`config.mk`:
```
export PLATFORM = sky130hd
export DESIGN_NAME = jtag_dtm_oversampled
export DESIGN_NICKNAME = d
export VERILOG_FILES = /design/src/rtl/jtag_dtm_pkg.sv /design/src/rtl/jtag_dtm_oversampled_tap_fsm.sv /design/src/rtl/jtag_dtm_oversampled.sv
export SDC_FILE = /design/constraint.sdc
export NUM_CORES = 1
export LEC_CHECK = 0
export CAP_MARGIN = 10
export CORE_MARGIN = 4
export CORE_UTILIZATION = 40
export DETAILED_ROUTE_END_ITERATION = 10
export SLEW_MARGIN = 20
export SYNTH_ARGS = -nofsm -noshare
export SYNTH_HDL_FRONTEND = slang
export SYNTH_SLANG_ARGS = --single-unit
```
`constraint.sdc`:
```
create_clock -name clock -period 3.25 [get_ports clock]
set_clock_uncertainty 0.05 [all_clocks]
set_input_delay 0.975 -clock clock [delete_from_list [all_inputs] [get_ports clock]]
set_output_delay 0.975 -clock clock [all_outputs]
set_load 0.02 [all_outputs]
```
`src/rtl/jtag_dtm_pkg.sv`:
```
// Shared types and constants for the oversampled JTAG debug transport module.
package jtag_dtm_pkg;

    typedef enum logic [3:0] {
        TAP_TEST_LOGIC_RESET = 4'h0,
        TAP_RUN_TEST_IDLE    = 4'h1,
        TAP_SELECT_DR        = 4'h2,
        TAP_CAPTURE_DR       = 4'h3,
        TAP_SHIFT_DR         = 4'h4,
        TAP_EXIT1_DR         = 4'h5,
        TAP_PAUSE_DR         = 4'h6,
        TAP_EXIT2_DR         = 4'h7,
        TAP_UPDATE_DR        = 4'h8,
        TAP_SELECT_IR        = 4'h9,
        TAP_CAPTURE_IR       = 4'ha,
        TAP_SHIFT_IR         = 4'hb,
        TAP_EXIT1_IR         = 4'hc,
        TAP_PAUSE_IR         = 4'hd,
        TAP_EXIT2_IR         = 4'he,
        TAP_UPDATE_IR        = 4'hf
    } tap_state_e;

    typedef enum logic [4:0] {
        IR_IDCODE = 5'h01,
        IR_DTMCS  = 5'h10,
        IR_DMI    = 5'h11,
        IR_BYPASS = 5'h1f
    } ir_e;

    typedef enum logic [1:0] {
        DMI_NOP   = 2'd0,
        DMI_READ  = 2'd1,
        DMI_WRITE = 2'd2,
        DMI_RSVD  = 2'd3
    } dmi_op_e;

    typedef enum logic [1:0] {
        DMI_STAT_OK     = 2'd0,
        DMI_STAT_RSVD   = 2'd1,
        DMI_STAT_FAILED = 2'd2,
        DMI_STAT_BUSY   = 2'd3
    } dmi_stat_e;

    typedef struct packed {
        logic [1:0]  op;
        logic [31:0] data;
    } dmi_req_t;

    typedef struct packed {
        logic [31:0] data;
        logic [1:0]  resp;
    } dmi_rsp_t;

    localparam int DTMCS_VERSION_LSB   = 0;
    localparam int DTMCS_ABITS_LSB     = 4;
    localparam int DTMCS_DMISTAT_LSB   = 10;
    localparam int DTMCS_IDLE_LSB      = 12;
    localparam int DTMCS_DMIRESET_BIT  = 16;
    localparam int DTMCS_HARDRESET_BIT = 17;

    // IEEE 1149.1 TAP transition table.
    function automatic tap_state_e tap_next(input tap_state_e state, input logic tms);
        case (state)
            TAP_TEST_LOGIC_RESET: tap_next = tms ? TAP_TEST_LOGIC_RESET : TAP_RUN_TEST_IDLE;
            TAP_RUN_TEST_IDLE:    tap_next = tms ? TAP_SELECT_DR : TAP_RUN_TEST_IDLE;
            TAP_SELECT_DR:        tap_next = tms ? TAP_SELECT_IR : TAP_CAPTURE_DR;
            TAP_CAPTURE_DR:       tap_next = tms ? TAP_EXIT1_DR  : TAP_SHIFT_DR;
            TAP_SHIFT_DR:         tap_next = tms ? TAP_EXIT1_DR  : TAP_SHIFT_DR;
            TAP_EXIT1_DR:         tap_next = tms ? TAP_UPDATE_DR : TAP_PAUSE_DR;
            TAP_PAUSE_DR:         tap_next = tms ? TAP_EXIT2_DR  : TAP_PAUSE_DR;
            TAP_EXIT2_DR:         tap_next = tms ? TAP_UPDATE_DR : TAP_SHIFT_DR;
            TAP_UPDATE_DR:        tap_next = tms ? TAP_SELECT_DR : TAP_RUN_TEST_IDLE;
            TAP_SELECT_IR:        tap_next = tms ? TAP_TEST_LOGIC_RESET : TAP_CAPTURE_IR;
            TAP_CAPTURE_IR:       tap_next = tms ? TAP_EXIT1_IR  : TAP_SHIFT_IR;
            TAP_SHIFT_IR:         tap_next = tms ? TAP_EXIT1_IR  : TAP_SHIFT_IR;
            TAP_EXIT1_IR:         tap_next = tms ? TAP_UPDATE_IR : TAP_PAUSE_IR;
            TAP_PAUSE_IR:         tap_next = tms ? TAP_EXIT2_IR  : TAP_PAUSE_IR;
            TAP_EXIT2_IR:         tap_next = tms ? TAP_UPDATE_IR : TAP_SHIFT_IR;
            TAP_UPDATE_IR:        tap_next = tms ? TAP_SELECT_DR : TAP_RUN_TEST_IDLE;
            default:              tap_next = TAP_TEST_LOGIC_RESET;
        endcase
    endfunction

endpackage

```
`src/rtl/jtag_dtm_oversampled_tap_fsm.sv`:
```
// TAP controller state and instruction register, stepped by TCK edge strobes
// derived from the system-clock oversampled pins.
module jtag_tap_fsm
    import jtag_dtm_pkg::*;
(
    input  logic       clock,
    input  logic       reset_ni,
    input  logic       trst_n,
    input  logic       tck_rise,
    input  logic       tck_fall,
    input  logic       tms,
    input  logic       tdi,
    output tap_state_e state,
    output logic [4:0] ir,
    output logic       ir_tdo
);

    logic [4:0] ir_shift;

    always_ff @(posedge clock or negedge reset_ni) begin
        if (!reset_ni) begin
            state    <= TAP_TEST_LOGIC_RESET;
            ir       <= IR_IDCODE;
            ir_shift <= 5'b00001;
        end else if (!trst_n) begin
            state <= TAP_TEST_LOGIC_RESET;
            ir    <= IR_IDCODE;
        end else begin
            if (tck_rise) begin
                state <= tap_next(state, tms);
                if (state == TAP_CAPTURE_IR) begin
                    ir_shift <= 5'b00001;
                end else if (state == TAP_SHIFT_IR) begin
                    ir_shift <= {tdi, ir_shift[4:1]};
                end
            end
            // New instruction takes effect on the falling edge inside Update-IR.
            if (tck_fall && state == TAP_UPDATE_IR) begin
                ir <= ir_shift;
            end else if (state == TAP_TEST_LOGIC_RESET) begin
                ir <= IR_IDCODE;
            end
        end
    end

    assign ir_tdo = ir_shift[0];

endmodule

```
`src/rtl/jtag_dtm_oversampled.sv`:
```
// RISC-V debug transport module: JTAG pins oversampled on the system clock,
// DTMCS/DMI data registers and a single-outstanding DMI request handshake.
module jtag_dtm_oversampled
    import jtag_dtm_pkg::*;
#(
    parameter logic [31:0] IdcodeValue = 32'h0000_0001,
    parameter int          AddrWidth   = 7,
    parameter logic [2:0]  IdleCycles  = 3'd1
) (
    input  logic                 clock,
    input  logic                 reset_ni,
    input  logic                 jtag_tck_i,
    input  logic                 jtag_tms_i,
    input  logic                 jtag_tdi_i,
    input  logic                 jtag_trst_ni,
    output logic                 jtag_tdo_o,
    output logic                 jtag_tdo_oe_o,
    output logic                 dmi_req_valid_o,
    input  logic                 dmi_req_ready_i,
    output logic [AddrWidth-1:0] dmi_req_addr_o,
    output logic [1:0]           dmi_req_op_o,
    output logic [31:0]          dmi_req_data_o,
    input  logic                 dmi_rsp_valid_i,
    output logic                 dmi_rsp_ready_o,
    input  logic [31:0]          dmi_rsp_data_i,
    input  logic [1:0]           dmi_rsp_resp_i,
    output logic                 dmi_rst_no
);

    localparam int DmiWidth = AddrWidth + 34;

    localparam logic [1:0] HS_IDLE = 2'd0;
    localparam logic [1:0] HS_REQ  = 2'd1;
    localparam logic [1:0] HS_RSP  = 2'd2;

    logic tck_p0, tck_p1, tck_p2;
    logic tms_p0, tms_p1;
    logic tdi_p0, tdi_p1;
    logic trst_p0, trst_p1;
    logic tck_rise, tck_fall;

    // Stage p0/p1: two-flop synchronisers; p2 keeps the previous TCK for edge detection.
    always_ff @(posedge clock or negedge reset_ni) begin
        if (!reset_ni) begin
            {tck_p0, tck_p1, tck_p2} <= 3'b000;
            {tms_p0, tms_p1}         <= 2'b00;
            {tdi_p0, tdi_p1}         <= 2'b00;
            {trst_p0, trst_p1}       <= 2'b00;
        end else begin
            {tck_p0, tck_p1, tck_p2} <= {jtag_tck_i, tck_p0, tck_p1};
            {tms_p0, tms_p1}         <= {jtag_tms_i, tms_p0};
            {tdi_p0, tdi_p1}         <= {jtag_tdi_i, tdi_p0};
            {trst_p0, trst_p1}       <= {jtag_trst_ni, trst_p0};
        end
    end

    assign tck_rise = tck_p1 & ~tck_p2;
    assign tck_fall = ~tck_p1 & tck_p2;

    tap_state_e tap_state;
    logic [4:0] ir;
    logic       ir_tdo;

    jtag_tap_fsm u_tap (
        .clock    (clock),
        .reset_ni (reset_ni),
        .trst_n   (trst_p1),
        .tck_rise (tck_rise),
        .tck_fall (tck_fall),
        .tms      (tms_p1),
        .tdi      (tdi_p1),
        .state    (tap_state),
        .ir       (ir),
        .ir_tdo   (ir_tdo)
    );

    logic                 capture_dr, shift_dr, update_dr;
    logic [DmiWidth-1:0]  dr_shift;
    logic [31:0]          dtmcs_value;
    logic [1:0]           hs_state;
    logic [1:0]           dmistat;
    logic [1:0]           dmi_status;
    logic                 outstanding;
    logic [AddrWidth-1:0] req_addr;
    dmi_req_t             req_q;
    dmi_rsp_t             rsp_in;
    logic [31:0]          last_rdata;
    logic                 rst_n_q;
    logic                 tdo_q, tdo_oe_q;

    assign capture_dr = tck_rise && tap_state == TAP_CAPTURE_DR;
    assign shift_dr   = tck_rise && tap_state == TAP_SHIFT_DR;
    assign update_dr  = tck_fall && tap_state == TAP_UPDATE_DR;

    assign outstanding = hs_state != HS_IDLE;
    assign dmi_status  = (dmistat != 2'd0) ? dmistat : (outstanding ? DMI_STAT_BUSY : DMI_STAT_OK);

    always_comb begin
        dtmcs_value = '0;
        dtmcs_value[DTMCS_VERSION_LSB +: 4] = 4'd1;
        dtmcs_value[DTMCS_ABITS_LSB +: 6]   = 6'(AddrWidth);
        dtmcs_value[DTMCS_DMISTAT_LSB +: 2] = dmistat;
        dtmcs_value[DTMCS_IDLE_LSB +: 3]    = IdleCycles;
    end

    // Shorter registers shift within their own low bits; the rest of dr_shift is don't-care.
    always_ff @(posedge clock) begin
        if (capture_dr) begin
            case (ir)
                IR_IDCODE: dr_shift <= DmiWidth'(IdcodeValue);
                IR_DTMCS:  dr_shift <= DmiWidth'(dtmcs_value);
                IR_DMI:    dr_shift <= {req_addr, last_rdata, dmi_status};
                default:   dr_shift <= '0;
            endcase
        end else if (shift_dr) begin
            case (ir)
                IR_DMI:              dr_shift <= {tdi_p1, dr_shift[DmiWidth-1:1]};
                IR_IDCODE, IR_DTMCS: dr_shift[31:0] <= {tdi_p1, dr_shift[31:1]};
                default:             dr_shift[0] <= tdi_p1;
            endcase
        end
    end

    always_ff @(posedge clock or negedge reset_ni) begin
        if (!reset_ni) begin
            tdo_q    <= 1'b0;
            tdo_oe_q <= 1'b0;
        end else if (tck_fall) begin
            tdo_oe_q <= tap_state == TAP_SHIFT_IR || tap_state == TAP_SHIFT_DR;
            tdo_q    <= (tap_state == TAP_SHIFT_IR) ? ir_tdo :
                        (tap_state == TAP_SHIFT_DR) ? dr_shift[0] : 1'b0;
        end
    end

    logic                 dtmcs_update, dmi_reset, dmi_hard_reset, dmi_update, rsp_take;
    logic [1:0]           dr_op;
    logic [31:0]          dr_data;
    logic [AddrWidth-1:0] dr_addr;

    assign dr_op   = dr_shift[1:0];
    assign dr_data = dr_shift[33:2];
    assign dr_addr = dr_shift[DmiWidth-1 -: AddrWidth];
    assign rsp_in  = '{data: dmi_rsp_data_i, resp: dmi_rsp_resp_i};

    assign dtmcs_update   = update_dr && ir == IR_DTMCS;
    assign dmi_reset      = dtmcs_update && dr_shift[DTMCS_DMIRESET_BIT];
    assign dmi_hard_reset = dtmcs_update && dr_shift[DTMCS_HARDRESET_BIT];
    assign dmi_update     = update_dr && ir == IR_DMI && (dr_op == DMI_READ || dr_op == DMI_WRITE);
    assign rsp_take       = (hs_state == HS_REQ && dmi_req_ready_i && dmi_rsp_valid_i) ||
                            (hs_state == HS_RSP && dmi_rsp_valid_i);

    always_ff @(posedge clock or negedge reset_ni) begin
        if (!reset_ni) begin
            hs_state   <= HS_IDLE;
            dmistat    <= DMI_STAT_OK;
            req_addr   <= '0;
            req_q      <= '0;
            last_rdata <= '0;
            rst_n_q    <= 1'b1;
        end else begin
            rst_n_q <= !dmi_hard_reset;
            if (dmi_hard_reset) begin
                hs_state <= HS_IDLE;
                dmistat  <= DMI_STAT_OK;
            end else begin
                if (dmi_reset) begin
                    dmistat <= DMI_STAT_OK;
                end
                case (hs_state)
                    HS_IDLE: if (dmi_update && dmistat == DMI_STAT_OK) begin
                        req_addr <= dr_addr;
                        req_q    <= '{op: dr_op, data: dr_data};
                        hs_state <= HS_REQ;
                    end
                    HS_REQ: if (dmi_req_ready_i) begin
                        hs_state <= dmi_rsp_valid_i ? HS_IDLE : HS_RSP;
                    end
                    HS_RSP: if (dmi_rsp_valid_i) begin
                        hs_state <= HS_IDLE;
                    end
                    default: hs_state <= HS_IDLE;
                endcase
                if (rsp_take && req_q.op == DMI_READ) begin
                    last_rdata <= rsp_in.data;
                end
                // Error sticks until dmireset; busy overrides it because it is raised later.
                if (rsp_take && rsp_in.resp != 2'd0) begin
                    dmistat <= DMI_STAT_FAILED;
                end
                if (dmi_update && outstanding) begin
                    dmistat <= DMI_STAT_BUSY;
                end
            end
        end
    end

    assign jtag_tdo_o      = tdo_q;
    assign jtag_tdo_oe_o   = tdo_oe_q;
    assign dmi_req_valid_o = hs_state == HS_REQ;
    assign dmi_rsp_ready_o = hs_state == HS_RSP;
    assign dmi_req_addr_o  = req_addr;
    assign dmi_req_op_o    = req_q.op;
    assign dmi_req_data_o  = req_q.data;
    assign dmi_rst_no      = rst_n_q;

endmodule

```
==> results of run 1 <==
[kinds of logic (layout without fill, tap and decap cells)]
family / Yosys count / count (layout) / synth area share (%)
AO/OA/AOI/OAI: 94 / 94 / 11.8
AND/OR/NAND/NOR: 58 / 58 / 6.13
multiplexers: 75 / 75 / 15.9
XOR/XNOR: 3 / 3 / 0.437
buffers and inverters: 29 / 140 / 2.37
flip-flops: 144 / 144 / 63.3
[metal layers]
layer | routed length [um] | global-route usage [%] | vias to the layer above
li1 | - | - | 1725
met1 | 5930 | 22.1 | 1924
met2 | 6030 | 23.7 | 95
met3 | 571 | 4.11 | 17
met4 | 278 | 5.99 | 0
met5 | 0 | 0 | -
[layout by cell type, fill, tap and decap left out, types with 4 or more instances in the layout]
cell | netlist | final
dfrtp_1 | 100 | 100
mux2_4 | 30 | 30
inv_1 | 8 | 8
a21oi_1 | 11 | 10
mux2_2 | 35 | 35
a22oi_1 | 5 | 5
clkdlybuf4s50_1 | 0 | 86
clkinv_2 | 0 | 5
o21ai_0 | 12 | 12
edfxtp_1 | 41 | 41
nor3_1 | 7 | 7
buf_12 | 0 | 4
nor2b_1 | 6 | 6
nand2_1 | 12 | 12
mux2_1 | 9 | 9
clkbuf_16 | 0 | 17
buf_4 | 0 | 10
a22o_1 | 42 | 42
nand2b_1 | 4 | 4
nor2_1 | 6 | 5
[power groups by stage]
| stage | clock network, mW | registers, mW | logic, mW |
|---|---|---|---|
| floorplan | 0 | 1.90 | 0.0219 |
| global placement | 0 | 1.91 | 0.105 |
| detailed placement | 0 | 1.91 | 0.107 |
| CTS | 1.98 | 1.87 | 0.108 |
| global route | 2.06 | 1.87 | 0.115 |
| finish | 1.94 | 1.87 | 0.104 |
[critical path: cells and delay by family (launching register included)]
kind          cells  cell delay, ps
simple gates      1             280
flops             1             400
buf+inv           1             700
[cell type report]
type / count / area, um^2 / share of cell area (%)
Clock buffer: 21 / 450 / 5.80
Clock inverter: 11 / 139 / 1.79
Inverter: 8 / 30.0 / 0.387
Multi-Input combinational cell: 230 / 2090 / 26.9
Sequential cell: 144 / 3810 / 49.1
Tap cell: 184 / 230 / 2.96
Timing Repair Buffer: 100 / 1020 / 13.1
[worst paths after layout]
path	startpoint	endpoint	slack (ps)	cells after the start
min reg2reg	tdi_p0	tdi_p1	300	0
min	tdi_p0	tdi_p1	300	0
min in group asynchronous	reset_ni	dmi_req_addr_o[5]	530	1
max	hs_state[1]	dmi_rsp_ready_o	430	2
max reg2reg	u_tap.state[3]	dmi_req_addr_o[0]	540	5
max in group asynchronous	reset_ni	last_rdata[8]	1880	2
[stage by stage]
stage	instance area [um^2]	std cells
floorplan	6020	403
global placement	7180	666
detailed placement	7180	666
CTS	7770	698
global route	7770	698
finish	7770	698
[state kept, by name, summed over array words and instances, names as in the netlist, 4 cells and up]
| name | flops |
|---|---|
| dr_shift | 41 |
| dmi_req_data_o | 32 |
| last_rdata | 32 |
| dmi_req_addr_o | 7 |
| u_tap.ir | 5 |
| u_tap.ir_shift | 5 |
| u_tap.state | 4 |
==> results.py, run 1 <==
metrics = {
    "run_status": {
        "status": "completed",
    },
    "cells_and_area": {
        "synthToLayoutAreaGrowth_pct": 29.1,
        "drive_gt1_share_pct": 23.9,
        "finalCoreUtilization_pct": 53.1,
        "diodes": 0,
        "nFillCells": 1256,
        "finalNetCount": 543,
    },
    "timing": {
        "whs_ps": 296,
        "slew_headroom_pct": 55.3,
        "hold_violations": 0,
        "min_period_ps": 2820,
        "finalSetupViolations": 0,
        "max_freq_ghz": 0.355,
        "final.period_utilization_pct": 86.6,
        "tightest_slew_ps": 670,
        "grt_setup_unrepaired": "false",
        "drv_slew": 0,
        "postLayoutSetupSlackWorst_ps": 434,
        "fin_tns_setup_ps": 0,
    },
    "setup_path": {
        "end_kind": "output port",
        "max_stage_delay_ps": 700,
        "path_cells": "nor2b_1, clkdlybuf4s50_1",
        "critical_path_arrival_ps": 1790,
        "cp_slowest_cell": "clkdlybuf4s50_1",
        "crit_fanout": 5,
        "path_class": "flip-flop to output port",
        "start_kind": "flip-flop",
        "crit_required_ps": 2220,
    },
    "route": {
        "wl_um": 12800,
        "viasPerCell": 5.39,
        "ant_nets": 0,
        "remaining_drc_errors": 0,
        "first_pass_iters": 4,
        "route.vias.total": 3761,
        "wire_per_inst_um": 18.3,
        "drt_iter0_drc": 230,
    },
    "cts": {
        "hold_buffers": 0,
        "cts_resized": 0,
        "htree_num_levels": 4,
        "cts_tree": "done",
        "numCtsBuffers": 17,
        "clock_latency_ps": 410,
        "clockBufferDepth": 2,
        "path_clk_slew_ps": 60,
        "clock-sinks": 144,
        "clockRootBuffer": "clkbuf_16",
        "post-cts-setup-buffers": 0,
    },
    "floorplanning": {
        "die-area_mm2": 0.0171,
        "die_h_um": 131,
        "core_area_mm2": 0.0146,
        "start_util_pct": 41.1,
        "pin_count": 88,
        "die_w_um": 131,
        "rows": 44,
    },
    "power": {
        "p_clk_share_pct": 49.5,
        "p_total_mw": 3.91,
        "vdd_drop_max_mv": 0.295,
        "p_leak_nw": 3.30,
        "pwr-share-comb_pct": 2.6,
        "intPower_mw": 3.14,
        "net-switching-power_mw": 0.773,
        "p_per_area_mw_per_mm2": 504,
        "seqPwrFrac_pct": 47.9,
        "switching_share_pct": 19.8,
    },
    "yosys": {
        "synth_edf_count": 41,
        "synth.largest_area_cell": "dfrtp_1",
        "synthFlopType": "dfrtp_1",
        "seq_area_frac_synth_pct": 63.3,
        "syn_avg_cell_area_um2": 14.9,
        "synth.most_common_cell": "dfrtp_1",
        "synth_cell_types": 53,
        "synth_area_leaders": "dfrtp_1, edfxtp_1, mux2_4, mux2_2, a22o_1",
        "ys_top_cells_by_count": "dfrtp_1, a22o_1, edfxtp_1",
        "yosysTopAreaCellShare_pct": 41.6,
        "synth_area_mm2": 0.00602,
        "yosys_warnings": 0,
        "synth_nets": 445,
        "synthArstFlopShare_pct": 71.5,
        "synth_cells": 403,
        "ys_ff_latch": 144,
    },
    "global_routing": {
        "antenna_found_initial": 0,
        "grt_max_degree": 50,
        "grt_pass1_wl_um": 20600,
        "gr-usage-all-layers_pct": 15.8,
        "grt_pass1_vias": 3883,
        "grt_overflow_total": 0,
    },
    "placement": {
        "dp_hpwl_um": 8770,
        "port_buffers": 87,
        "place_congestion": 0.825,
        "dpl_worst_slack_ps": 443,
    },
    "worst_hold_path": {
        "hold_class": "flip-flop to flip-flop",
    },
    "job": {
        "max-cap-violations": 0,
    },
}
Power figures use the tool's default switching activity.
==> run 2: changes to the inputs <==
--- a/config.mk
+++ b/config.mk
@@ -6,9 +6,9 @@
 export NUM_CORES = 1
 export LEC_CHECK = 0
 export CAP_MARGIN = 10
-export CORE_MARGIN = 4
 export CORE_UTILIZATION = 40
 export DETAILED_ROUTE_END_ITERATION = 10
+export MAX_ROUTING_LAYER = met4
 export SLEW_MARGIN = 20
 export SYNTH_ARGS = -nofsm -noshare
 export SYNTH_HDL_FRONTEND = slang
==> run 2 against run 1 <==
Against the previous run: sequential share of layout area is 0.45 points higher; first-iteration DRC count is 36% lower; die area is 9.0% lower; global-route usage is 1.2 points higher; sequential power hardly changed; final cell count is 0.14% lower; via count is 3.0% lower; combinational power is 4% lower; total power is 4.4% lower; flip-flop and latch count stayed put; hold slack worse by 0.92 ps; critical path depth stayed put; largest power group is now registers.
==> results.py, run 2 (synthesized netlist as in run 1, its figures left out) <==
metrics = {
    "route": {
        "ant_nets": 0,
        "first_pass_iters": 4,
        "remaining_drc_errors": 0,
        "route.vias.total": 3650,
        "viasPerCell": 5.24,
        "drt_iter0_drc": 148,
        "wl_um": 11900,
        "wire_per_inst_um": 17.1,
    },
    "power": {
        "p_per_area_mw_per_mm2": 486,
        "p_leak_nw": 3.27,
        "vdd_drop_max_mv": 0.341,
    },
    "global_routing": {
        "grt_overflow_total": 0,
        "grt_max_degree": 49,
        "gr-usage-all-layers_pct": 17.0,
        "grt_pass1_wl_um": 19900,
        "grt_pass1_vias": 3734,
        "antenna_found_initial": 0,
    },
    "setup_path": {
        "crit_required_ps": 2220,
        "crit_fanout": 5,
        "critical_path_arrival_ps": 1750,
        "path_class": "flip-flop to output port",
        "start_kind": "flip-flop",
        "r2r_setup_slack_ps": 560,
        "end_kind": "output port",
    },
    "cells_and_area": {
        "top_register": "dr_shift",
        "finalNetCount": 542,
        "final_cell_area_mm2": 0.00770,
        "final_common_cell": "dfrtp_1",
        "finalCoreUtilization_pct": 52.8,
        "largest_register_ffs": 41,
        "layout_common_cells": "dfrtp_1, clkdlybuf4s50_1, a22o_1, edfxtp_1, mux2_2",
        "synthToLayoutAreaGrowth_pct": 27.9,
        "drive_gt1_share_pct": 23.0,
        "diodes": 0,
    },
    "cts": {
        "hold_buffers": 0,
        "clockRootBuffer": "clkbuf_16",
        "post-cts-setup-buffers": 0,
        "cts_resized": 0,
        "cts_tree": "done",
        "numCtsBuffers": 17,
        "clock-sinks": 144,
        "clock_latency_ps": 410,
        "clockBufferDepth": 2,
        "htree_num_levels": 4,
        "path_clk_slew_ps": 60,
    },
    "floorplanning": {
        "die-area_mm2": 0.0155,
        "die_h_um": 125,
        "pin_count": 88,
        "rows": 44,
        "die_w_um": 125,
        "core_area_mm2": 0.0146,
        "start_util_pct": 41.3,
    },
    "timing": {
        "tightest_slew_ps": 637,
        "fin_tns_setup_ps": 0,
        "postLayoutSetupSlackWorst_ps": 471,
        "grt_setup_unrepaired": "false",
        "drv_slew": 0,
        "min_period_ps": 2780,
        "slew_headroom_pct": 57.2,
        "hold_violations": 0,
        "final.period_utilization_pct": 85.5,
        "max_freq_ghz": 0.360,
        "finalSetupViolations": 0,
    },
    "job": {
        "max-cap-violations": 0,
    },
    "placement": {
        "place_congestion": 0.798,
        "port_buffers": 87,
        "placedInstanceArea_mm2": 0.00716,
        "dpl_worst_slack_ps": 424,
        "dp_hpwl_um": 7970,
    },
    "run_status": {
        "status": "completed",
    },
    "worst_hold_path": {
        "hold_class": "flip-flop to flip-flop",
    },
}
run 2: cell types whose count changed in the layout (fill, tap and decap cells not counted):
| cell | before | now |
|---|---|---|
| clkinv_2 | 5 | 2 |
| clkbuf_1 | 3 | 1 |
| inv_6 | 0 | 1 |
| buf_12 | 4 | 3 |
| bufinv_16 | 3 | 1 |
| clkinv_1 | 0 | 6 |
run 2: per-layer routing:
metal | vias to the layer above | routed length (um) | global-route usage (%)
li1 | 1718 | - | -
met1 | 1844 | 5790 | 23.0
met2 | 77 | 5530 | 24.7
met3 | 11 | 449 | 4.64
met4 | 0 | 165 | 5.74
met5 | - | 0 | -
run 2: through the flow:
stage	hold WS [ps]	total power, mW	std cells
global route	304	3.87	697
detailed placement	287	2.01	665
floorplan	281	1.92	403
global placement	286	2.01	665
finish	295	3.74	697
CTS	298	3.80	697
run 2: critical path: stages, from the launching register on:
cell             delay, ps
dfrtp_1                380
nor2b_1                270
clkdlybuf4s50_1        690
run 2: path summary, 6_finish.rpt:
check | start | endpoint | cells past startpoint
setup / recovery | hs_state[1] | dmi_rsp_ready_o | 2
hold / removal | tms_p0 | tms_p1 | 0
setup reg to reg | u_tap.state[1] | dr_shift[31] | 6
hold reg to reg | tms_p0 | tms_p1 | 0
max in group asynchronous | reset_ni | u_tap.ir[0] | 2
min in group asynchronous | reset_ni | tdi_p1 | 1
run 2: power by group:
part           switching [mW]  internal (mW)  leakage [nW]
combinational          0.0446         0.0557          1.23
clock                   0.714           1.06         0.258
sequential             0.0110           1.86          1.78
total                   0.769           2.98          3.27
run 2: final cells by class:
cell class / count / area, um^2
fillers: 1206 / 6890
flip-flops and latches: 144 / 3810
multi-input cells: 230 / 2090
repair buffers: 99 / 996
clock buffers: 19 / 443
well taps: 184 / 230
clock inverters: 13 / 95.1
inverters: 8 / 30.0
==> run 3: changes to the inputs <==
--- a/config.mk
+++ b/config.mk
@@ -8,6 +8,7 @@
 export CAP_MARGIN = 10
 export CORE_UTILIZATION = 40
 export DETAILED_ROUTE_END_ITERATION = 10
+export DONT_BUFFER_PORTS = 1
 export MAX_ROUTING_LAYER = met4
 export SLEW_MARGIN = 20
 export SYNTH_ARGS = -nofsm -noshare
==> run 3 against run 2 <==
Against the previous run: total power rose by 7.0%; worst setup slack got worse by 11 ps; routed wire length fell by 0.31%; flip-flop and latch count did not move; clock-buffer cell count fell by 1; final cell count fell by 13%; highest routed layer unchanged; global-route usage fell by 0.20 points; register-to-register slack got worse by 100 ps; utilization fell by 5.6 points; maximum frequency fell by 0.39%; largest cell class unchanged; via count fell by 8.3%; first-iteration DRC count rose by 59%.
==> results.py, run 3 (synthesized netlist as in run 1, its figures left out) <==
metrics = {
    "run_status": {
        "status": "completed",
    },
    "timing": {
        "tightest_slew_ps": 612,
        "drv_slew": 0,
        "whs_ps": 200,
        "grt_setup_unrepaired": "false",
        "max_freq_ghz": 0.358,
        "min_period_ps": 2790,
        "hold_violations": 0,
        "final.period_utilization_pct": 85.8,
        "fin_tns_setup_ps": 0,
        "finalSetupViolations": 0,
        "slew_headroom_pct": 58.9,
    },
    "power": {
        "pwr-share-comb_pct": 0.5,
        "net-switching-power_mw": 0.772,
        "seqPwrFrac_pct": 46.8,
        "intPower_mw": 3.23,
        "p_per_area_mw_per_mm2": 582,
        "p_total_mw": 4.01,
        "p_leak_nw": 2.97,
        "vdd_drop_max_mv": 0.346,
        "p_clk_share_pct": 52.7,
        "switching_share_pct": 19.3,
    },
    "route": {
        "wl_um": 11900,
        "ant_nets": 0,
        "drt_iter0_drc": 236,
        "route.vias.total": 3346,
        "first_pass_iters": 5,
        "viasPerCell": 5.50,
        "remaining_drc_errors": 0,
        "wire_per_inst_um": 19.6,
    },
    "global_routing": {
        "grt_pass1_vias": 3502,
        "gr-usage-all-layers_pct": 16.8,
        "grt_overflow_total": 0,
        "grt_pass1_wl_um": 19300,
        "antenna_found_initial": 0,
        "grt_max_degree": 104,
    },
    "cells_and_area": {
        "top_register": "dr_shift",
        "largest_register_ffs": 41,
        "synthToLayoutAreaGrowth_pct": 14.4,
        "finalNetCount": 453,
        "drive_gt1_share_pct": 28.5,
        "final_common_cell": "dfrtp_1",
        "nFillCells": 1268,
        "layout_common_cells": "dfrtp_1, a22o_1, edfxtp_1, mux2_2, mux2_4",
        "finalCoreUtilization_pct": 47.2,
        "diodes": 0,
    },
    "cts": {
        "clock-sinks": 144,
        "cts_tree": "done",
        "clock_latency_ps": 420,
        "clockBufferDepth": 2,
        "cts_resized": 0,
        "numCtsBuffers": 17,
        "post-cts-setup-buffers": 0,
        "hold_buffers": 0,
        "htree_num_levels": 4,
        "path_clk_slew_ps": 60,
        "clockRootBuffer": "clkbuf_16",
    },
    "setup_path": {
        "reg2reg_depth": 5,
        "r2r_setup_slack_ps": 460,
        "critical_path_arrival_ps": 3040,
        "r2r-start": "u_tap.state[2]",
        "crit_fanout": 24,
        "crit_required_ps": 3500,
        "path_class": "flip-flop to flip-flop",
        "crit_path_start": "u_tap.state[2]",
        "start_kind": "flip-flop",
        "end_kind": "flip-flop",
        "crit_path_end": "dmi_req_data_o[1]",
        "r2r-end": "dmi_req_data_o[1]",
    },
    "floorplanning": {
        "die_w_um": 125,
        "die_h_um": 125,
        "start_util_pct": 41.3,
        "core_area_mm2": 0.0146,
        "pin_count": 88,
        "die-area_mm2": 0.0155,
        "rows": 44,
    },
    "placement": {
        "place_congestion": 0.774,
        "dp_hpwl_um": 7870,
        "port_buffers": 0,
    },
    "worst_hold_path": {
        "hold_class": "input pin to async pin",
    },
    "job": {
        "max-cap-violations": 0,
    },
}
==> run 3: cell count changes in the layout (fill, tap and decap cells not counted), moves of 3 or more <==
cell / previous run / this run
buf_12: 3 / 0
bufinv_16: 1 / 5
clkdlybuf4s50_1: 86 / 0
clkinv_1: 6 / 0
clkinvlp_4: 2 / 5
==> run 3: power by group through the flow <==
stage | Combinational, mW | Clock (mW) | Sequential (mW)
after floorplan | 0.0219 | 0 | 1.90
after global placement | 0.0203 | 0 | 1.91
after detailed placement | 0.0210 | 0 | 1.91
after CTS | 0.0210 | 2.15 | 1.87
after global routing | 0.0237 | 2.22 | 1.88
final | 0.0208 | 2.11 | 1.87
==> run 3: final cells by class <==
cell class / instances / area, um^2 / area share, %
repair buffers: 10 / 75.1 / 1.09
well taps: 184 / 230 / 3.34
inverters: 8 / 30.0 / 0.436
multi-input cells: 230 / 2090 / 30.4
flip-flops and latches: 144 / 3810 / 55.4
clock inverters: 14 / 215 / 3.13
clock buffers: 18 / 429 / 6.24
==> run 3: layer usage <==
| metal | up-vias | wire length [um] | global-route usage (%) |
|---|---|---|---|
| met5 | - | 0 | - |
| met4 | 0 | 164 | 6.31 |
| met3 | 14 | 582 | 5.33 |
| met2 | 94 | 5710 | 25.3 |
| met1 | 1688 | 5440 | 21.2 |
| li1 | 1550 | - | - |
==> run 3: worst min-delay path by stage <==
stage / startpoint / to / slack (ps) / depth (start not counted)
floorplan: tck_p0 / tck_p1 / 280 / 0
global placement: tck_p0 / tck_p1 / 290 / 0
detailed placement: trst_p0 / trst_p1 / 280 / 0
CTS: reset_ni / dmi_req_addr_o[3] / 180 / 0
global route: reset_ni / dmi_req_addr_o[3] / 180 / 0
finish: reset_ni / dmi_req_addr_o[3] / 200 / 0
==> run 3: through the flow <==
stage          worst slack [ps]  std cells  instance area [um^2]
3_5_place_dp                450        576                  6240
3_3_place_gp                525        576                  6240
2_1_floorplan               451        403                  6020
4_1_cts                     428        608                  6880
5_1_grt                     341        608                  6880
6_report                    460        608                  6880
==> run 3: critical path, cell delays in order (launching register included) <==
cell     delay (ps)
dfrtp_1         550
or4bb_1         640
nor4_4          340
nor4b_4         270
buf_4           440
mux2_2          380
